--- config.mk ---
export PLATFORM = sky130hd
export DESIGN_NAME = wb_regfile
export DESIGN_NICKNAME = d
export VERILOG_FILES = /design/src/rtl/wb_pkg.sv /design/src/rtl/wb_regfile_rf_bank.sv /design/src/rtl/wb_regfile.sv
export SDC_FILE = /design/constraint.sdc
export NUM_CORES = 1
export LEC_CHECK = 0
export CORE_UTILIZATION = 35
export DETAILED_ROUTE_END_ITERATION = 7
export GPL_TIMING_DRIVEN = 0
export PLACE_DENSITY = 0.55
export SYNTH_ARGS = -nofsm -noshare
export SYNTH_HDL_FRONTEND = slang
export SYNTH_SLANG_ARGS = --single-unit
--- constraint.sdc ---
create_clock -name clk -period 2.91 [get_ports clk]
set_input_delay 0.7275 -clock clk [delete_from_list [all_inputs] [get_ports clk]]
set_output_delay 0.7275 -clock clk [all_outputs]
set_load 0.02 [all_outputs]
--- src/rtl/wb_pkg.sv ---
// Shared writeback-stage definitions: register-file geometry defaults,
// writeback source encodings and a saturating-increment helper.
package wb_pkg;

  localparam int NREG = 8;
  localparam int DW   = 16;

  typedef enum logic [1:0] {
    REGSRC_MEM  = 2'b00,
    REGSRC_ALU  = 2'b01,
    REGSRC_SPEC = 2'b10,
    REGSRC_PC   = 2'b11
  } regsrc_e;

  function automatic logic [31:0] sat_inc32(input logic [31:0] val);
    if (val == 32'hFFFF_FFFF) begin
      return val;
    end else begin
      return val + 32'd1;
    end
  endfunction

endpackage : wb_pkg

--- src/rtl/wb_regfile_rf_bank.sv ---
// Architectural register storage: one synchronous write port, two raw
// asynchronous read ports, asynchronous active-low clear of every entry.
module rf_bank #(
  parameter int NREG = 8,
  parameter int DW   = 16,
  parameter int AW   = $clog2(NREG)
) (
  input  logic          clk_i,
  input  logic          rst_ni,
  input  logic          we_i,
  input  logic [AW-1:0] waddr_i,
  input  logic [DW-1:0] wdata_i,
  input  logic [AW-1:0] raddr1_i,
  input  logic [AW-1:0] raddr2_i,
  output logic [DW-1:0] rdata1_o,
  output logic [DW-1:0] rdata2_o
);

  logic [DW-1:0] regs_q [NREG];

  // Storage update: cleared on reset, single entry written when enabled
  always_ff @(posedge clk_i or negedge rst_ni) begin
    if (!rst_ni) begin
      for (int i = 0; i < NREG; i++) begin
        regs_q[i] <= '0;
      end
    end else if (we_i) begin
      regs_q[waddr_i] <= wdata_i;
    end
  end

  assign rdata1_o = regs_q[raddr1_i];
  assign rdata2_o = regs_q[raddr2_i];

endmodule : rf_bank

--- src/rtl/wb_regfile.sv ---
// Writeback stage: source select, register file with write-to-read bypass,
// sticky halt, and an optional retired-instruction counter (WB_RETIRE_CNT_EN).
module wb_regfile #(
  parameter int NREG = 8,
  parameter int DW   = 16
) (
  input  logic                    clk,
  input  logic                    rst_n,
  input  logic [DW-1:0]           MW_readMemData,
  input  logic [DW-1:0]           MW_aluOut,
  input  logic [DW-1:0]           MW_specOps,
  input  logic [DW-1:0]           MW_pc_inc,
  input  logic [1:0]              MW_regSrc,
  input  logic                    MW_regWrite,
  input  logic [$clog2(NREG)-1:0] MW_writeReg,
  input  logic                    MW_valid,
  input  logic                    MW_halt,
  input  logic [$clog2(NREG)-1:0] rd_addr1,
  input  logic [$clog2(NREG)-1:0] rd_addr2,
  output logic [DW-1:0]           rd_data1,
  output logic [DW-1:0]           rd_data2,
  output logic [DW-1:0]           wb_data,
  output logic                    wb_en,
  output logic                    halted,
  output logic [31:0]             retire_cnt
);

  import wb_pkg::*;

  localparam int AW = $clog2(NREG);

  logic [DW-1:0] wb_data_s;
  logic          wb_en_s;
  logic [DW-1:0] raw1_s;
  logic [DW-1:0] raw2_s;
  logic [DW-1:0] rd_data1_s;
  logic [DW-1:0] rd_data2_s;
  logic          halted_q;
  logic          halted_d;

  // Writeback source select
  always_comb begin
    wb_data_s = MW_readMemData;
    case (regsrc_e'(MW_regSrc))
      REGSRC_MEM:  wb_data_s = MW_readMemData;
      REGSRC_ALU:  wb_data_s = MW_aluOut;
      REGSRC_SPEC: wb_data_s = MW_specOps;
      REGSRC_PC:   wb_data_s = MW_pc_inc;
      default:     wb_data_s = MW_readMemData;
    endcase
  end

  // Gating with rst_n keeps the write enable (and hence the bypass) dead while in reset
  assign wb_en_s = rst_n & MW_valid & MW_regWrite & ~halted_q;

  rf_bank #(
    .NREG (NREG),
    .DW   (DW),
    .AW   (AW)
  ) u_rf_bank (
    .clk_i    (clk),
    .rst_ni   (rst_n),
    .we_i     (wb_en_s),
    .waddr_i  (MW_writeReg),
    .wdata_i  (wb_data_s),
    .raddr1_i (rd_addr1),
    .raddr2_i (rd_addr2),
    .rdata1_o (raw1_s),
    .rdata2_o (raw2_s)
  );

  // Read port 1 with write-to-read bypass
  always_comb begin
    if (wb_en_s && (rd_addr1 == MW_writeReg)) begin
      rd_data1_s = wb_data_s;
    end else begin
      rd_data1_s = raw1_s;
    end
  end

  // Read port 2 with write-to-read bypass
  always_comb begin
    if (wb_en_s && (rd_addr2 == MW_writeReg)) begin
      rd_data2_s = wb_data_s;
    end else begin
      rd_data2_s = raw2_s;
    end
  end

  // Halt is sticky: once set only reset clears it
  always_comb begin
    if (MW_valid && MW_halt) begin
      halted_d = 1'b1;
    end else begin
      halted_d = halted_q;
    end
  end

  // Halt flag register
  always_ff @(posedge clk or negedge rst_n) begin
    if (!rst_n) begin
      halted_q <= 1'b0;
    end else begin
      halted_q <= halted_d;
    end
  end

`ifdef WB_RETIRE_CNT_EN
  logic [31:0] retire_q;
  logic [31:0] retire_d;

  // Count valid instructions, HALT included, until halted
  always_comb begin
    if (MW_valid && !halted_q) begin
      retire_d = sat_inc32(retire_q);
    end else begin
      retire_d = retire_q;
    end
  end

  // Retired-instruction counter register
  always_ff @(posedge clk or negedge rst_n) begin
    if (!rst_n) begin
      retire_q <= 32'h0000_0000;
    end else begin
      retire_q <= retire_d;
    end
  end

  assign retire_cnt = retire_q;
`else
  assign retire_cnt = 32'h0000_0000;
`endif

  assign rd_data1 = rd_data1_s;
  assign rd_data2 = rd_data2_s;
  assign wb_data  = wb_data_s;
  assign wb_en    = wb_en_s;
  assign halted   = halted_q;

endmodule : wb_regfile

# [Word level (Yosys, flattened, before mapping)]
# Cells that the tools add are included.
[word_totals] ff_bits=129 output_inout_bits=82 in_bits=80 elab_cells=42
[classes] eq_ne=5 n_bitwise=7 n_reduce_logical=5 n_mux=12 n_lt_le_gt_ge=4
[op_table] operator="$bwmux 128" n=1
[op_table] operator="$mux 16" n=7
[op_table] operator="$bmux 16 s3" n=2
[op_table] operator="$pmux 16 s4" n=1
[op_table] operator="$demux 16 s3" n=1
[op_table] operator="$ge 4x4->1 const B" n=3
[op_table] operator="$not 3->4" n=3
[op_table] operator="$eq 3x3->1" n=2
[op_table] operator="$eq 2x2->1 const B" n=2
[op_table] operator="$logic_and 1x1->1" n=4
[op_table] operator="$lt 4x1->1 const B" n=1
[op_table] operator="$and 1x1->1" n=3
[op_table] operator="$eq 2x1->1 const B" n=1
[op_table] operator="$logic_not 2->1" n=1
[op_table] operator="$not 1->1" n=1

# [Longest topological paths before layout]
[logic_depth] depth_word=6 mapped_depth=6 ltp_nobuf=4

# [Modules after synthesis]
# Synthesis repeated with hierarchy kept, for this count alone.
[hier_totals] cells_unflattened=492 hier_area_um2=8171.6
[modules_own_cells] module="rf_bank" seq_area_each_um2=3203.1 instances=1 cells_per_inst=393 area_each_um2=7000.5
[modules_own_cells] module="wb_regfile" seq_area_each_um2=25.0 instances=1 cells_per_inst=99 area_each_um2=1171.1

# [Worst setup path before layout]
# Ideal clock, no wire load.
[synth_path] path_type="input port to output port" from="input MW_regSrc[0]" to="output rd_data1[6]" t_arrival_ns=2.147 required_ns=2.183 cell_stages=5 setup_slack_ns=0.036 n_path_buf=3 cell_sequence="buf_4 > buf_4 > mux4_2 > buf_2 > mux2_2"
[synth_via] elab_chain_cells=3 elab_cells_between_ends=6 classes_between="eq/ne (3); mux (2); reduce/logical (1)"
[synth_lines] element="from (decl)" line_no="wb_regfile.sv:13" text="input logic [1:0] MW_regSrc,"
[synth_lines] element="$eq 2x2->1 (tied with other cells)" line_no="wb_regfile.sv:44" text="case (regsrc_e'(MW_regSrc))"
[synth_lines] element="$pmux 16 s4 *" line_no="wb_regfile.sv:44"
[synth_lines] element="named net wb_data[6]" line_no="wb_regfile.sv:22" text="output logic [DW-1:0] wb_data,"
[synth_lines] element="$mux 16 *" line_no="wb_regfile.sv:74" text="if (wb_en_s && (rd_addr1 == MW_writeReg)) begin"
[synth_lines] element="to (decl)" line_no="wb_regfile.sv:20" text="output logic [DW-1:0] rd_data1,"
# Mark *: on every way through the listed nets, which the timed path passes. The rest lies on a longest branch.

# [Worst setup path in the final report]
[layout_path] from="input rd_addr2[0]" to="output rd_data2[2]"
[layout_via] elab_chain_cells=5 elab_cells_between_ends=7 classes_between="eq/ne (1); mux (4); bitwise (1); reduce/logical (1)"
[layout_lines] element="from (decl)" line_no="wb_regfile.sv:19" text="input logic [$clog2(NREG)-1:0] rd_addr2,"
[layout_lines] element="$not 3->4 (not written as such)" line_no="wb_regfile_rf_bank.sv:33" text="assign rdata2_o = regs_q[raddr2_i];"
[layout_lines] element="$bmux 16 s3" line_no="wb_regfile_rf_bank.sv:33"
[layout_lines] element="$mux 16 (not written as such) (2 in a row)" line_no="wb_regfile_rf_bank.sv:33"
[layout_lines] element="$mux 16 *" line_no="wb_regfile.sv:83" text="if (wb_en_s && (rd_addr2 == MW_writeReg)) begin"
[layout_lines] element="to (decl)" line_no="wb_regfile.sv:21" text="output logic [DW-1:0] rd_data2,"
# Every way passes the cells marked *; elsewhere a longest branch is shown, timed or not. The select of a mux whose other input is x is not followed.

==> results.yml <==
synth:
  synth-compound-area-share: 0.000904
  postSynth.asyncResetShare: 1.00
  synth_flop_cell: "dfrtp_1"
  synth_edf_count: 0
  synth-simple-area-share: 0.0247
  netlist_top_cells_count: "mux2_2 (181), dfrtp_1 (129), mux4_1 (64)"
  synth-seq-cells: 129
  yosys_warnings: 0
  synth_mux_area_frac: 0.511
  avgSynthCellArea_um2: 16.3
  synth_top_area_frac: 0.389
  yosysTopAreaCell: "dfrtp_1"
  synth_top_family_by_area: "multiplexers"
  synth_most_common_cell: "mux2_2"
  ys_types: 23
  synth-adder-area-share: 0
  synth_cells: 508
  synth_xor_area_frac: 0.00633
  ys_seq_area_frac: 0.389
  synthesis.area_mm2: 0.00831
  synth_area_leaders: "dfrtp_1 (39%), mux2_2 (25%), mux4_1 (20%)"
sta:
  timing.fmax_mhz: 332
  hold-worst-slack_ps: 112
  fin_ws_ps: -101
  finalSetupViolCount: 28
  clock_skew_ps: 5.28
  tightest_slew_ps: 778
  rsz0062_at_grt: "yes"
  slew_violations: 0
  slew_headroom: 0.478
  period_needed_ps: 3010
  hold_violations: 0
  fin_crit_sh: 1.03
worst_setup_path:
  crit_fanout: 5
  rrSetupSlack_ps: 450
  crit_required_ps: 2180
  worstSetupStartpointType: "input port"
  crit_arrival_ps: 2280
  r2r_start: "halted"
  worst-setup-path-type: "in -> out"
  critPathCaptureType: "primary output"
  r2r_cells: 5
  reg2reg_to: "u_rf_bank.regs_q[30]"
placement:
  pre_cts_slack_ps: -1610
  placed_cell_area_mm2: 0.0100
  hpwl_mm: 15.5
  place_congestion: 0.719
  portBuffers: 118
final_layout:
  design_area_mm2: 0.0117
  final_core_util: 0.499
  ff_latch_area_mm2: 0.00323
  area_growth_pct: 40.7
  nets: 798
  drive_gt1_frac: 0.651
  fillerInstances: 2046
  diodes: 0
  multi_input_area_mm2: 0.00463
global_routing:
  antenna_found_initial: 0
  track_usage: 0.220
  grt_pass1_wl_mm: 38.1
  gr-total-overflow: 0
  grt_max_degree: 48
  grt_pass1_vias: 5948
routing:
  routed_wl_mm: 25.6
  antenna_left: 0
  detail_route.iter0.violations: 225
  wire_per_inst_um: 24.4
  dr.pass1.iters: 4
  viasPerCell: 5.24
  drcViolationCount: 0
  vias: 5505
clock_network:
  cts_tree: "built"
  clkLatencyLatePin_ps: 430
  numCtsBuffers: 17
  htree_levels: 4
  clockBufferDepth: 2
  holdBufCountCts: 0
  clkTransAtPathRegs_ps: 50
  cts.sinks: 129
  cts_root_buf: "clkbuf_16"
outcome:
  violations: "negative setup slack"
  status: "complete, but fails checks"
pwr:
  p_leak_nw: 5.64
  peakVddDrop_mv: 0.376
  p_per_area_mw_per_mm2: 430
worst_hold_path:
  hp-class: "in -> async"
floorplanning:
  die_height_um: 156
  die_w_um: 156
  design.core.area_mm2: 0.0234
  rows: 56
  initial_utilization: 0.355
  die_area_mm2: 0.0244
  ios: 162
run:
  drv_cap: 0
## worst max-delay path by stage
stage               depth (start not counted)            to          from
floorplan                                   5   rd_data1[6]  MW_regSrc[0]
global placement                            7  rd_data2[10]         rst_n
detailed placement                          8  rd_data2[13]         rst_n
CTS                                         7  rd_data1[13]   rd_addr1[0]
global route                                7   rd_data2[2]   rd_addr2[0]
finish                                      7   rd_data2[2]   rd_addr2[0]
## worst max-delay path, cell delays in order
cell and delay [ps]:
buf_16 120, buf_12 110, buf_12 130, mux4_2 510, mux2_4 290, mux2_4 270
buf_6 130
## final cells by class
cell class              instances  area share
repair buffers                172       0.172
flip-flops and latches        129       0.276
plain buffers                  73      0.0692
well taps                     319      0.0341
clock inverters                12      0.0112
clock buffers                  20      0.0399
multi-input cells             324       0.396
inverters                       1    0.000963
## power by group
part | internal, mW | leakage, nW | switching [mW]
sequential | 1.85 | 1.78 | 0.0409
combinational | 0.546 | 3.58 | 0.436
clock | 1.33 | 0.285 | 0.829
## metal layers
metal	routed length (um)	track usage	part of all wire	vias to the layer above
met5	0	0	0	-
met4	624	0.0808	0.024	0
met3	1520	0.0461	0.059	36
met2	12100	0.348	0.47	197
met1	11400	0.298	0.44	2932
li1	-	-	-	2340
## layout by cell type (no fill, tap or decap), types with 5 or more instances in the layout
cell | Yosys | layout
bufbuf_16 | 0 | 5
buf_2 | 23 | 10
buf_12 | 0 | 14
buf_6 | 10 | 46
conb_1 | 1 | 32
buf_4 | 36 | 62
mux4_2 | 16 | 76
mux2_2 | 181 | 133
dfrtp_1 | 129 | 129
buf_16 | 0 | 12
clkdlybuf4s50_1 | 0 | 58
mux2_4 | 11 | 59
clkbuf_16 | 0 | 22
dlygate4sd2_1 | 0 | 23
clkbuf_8 | 0 | 5
## flip-flops by register name, indices dropped and copies added, names as in the netlist
name              cells
u_rf_bank.regs_q    128
halted                1
## per-stage QoR
stage	total power [mW]	TNS, ps	instances
global placement	2.68	-1335510	976
global route	5.21	-2050	1050
CTS	5.07	-1620	1050
detailed placement	2.70	-92600	977
finish	5.03	-1320	1050
floorplan	2.36	0	539
## cell families (layout without fill, tap and decap cells)
family / Yosys count / in the layout
other: 1 / 32
DFF: 129 / 129
muxes: 272 / 272
and+or+nand+nor: 13 / 13
buffers and inverters: 86 / 278
AOI/OAI and AO/OA: 1 / 1
xor gates and xnor gates: 6 / 6
## timing repair
action | CTS | global route
buffers inserted | 38 | 2
gates cloned | 14 | 0
pin swaps | 1 | 0
endpoints found under the setup margin | 89 | 32
resized for setup | 413 | 21
hold endpoints to repair | 0 | 0
Note: power is estimated with default switching activity, not from simulation.
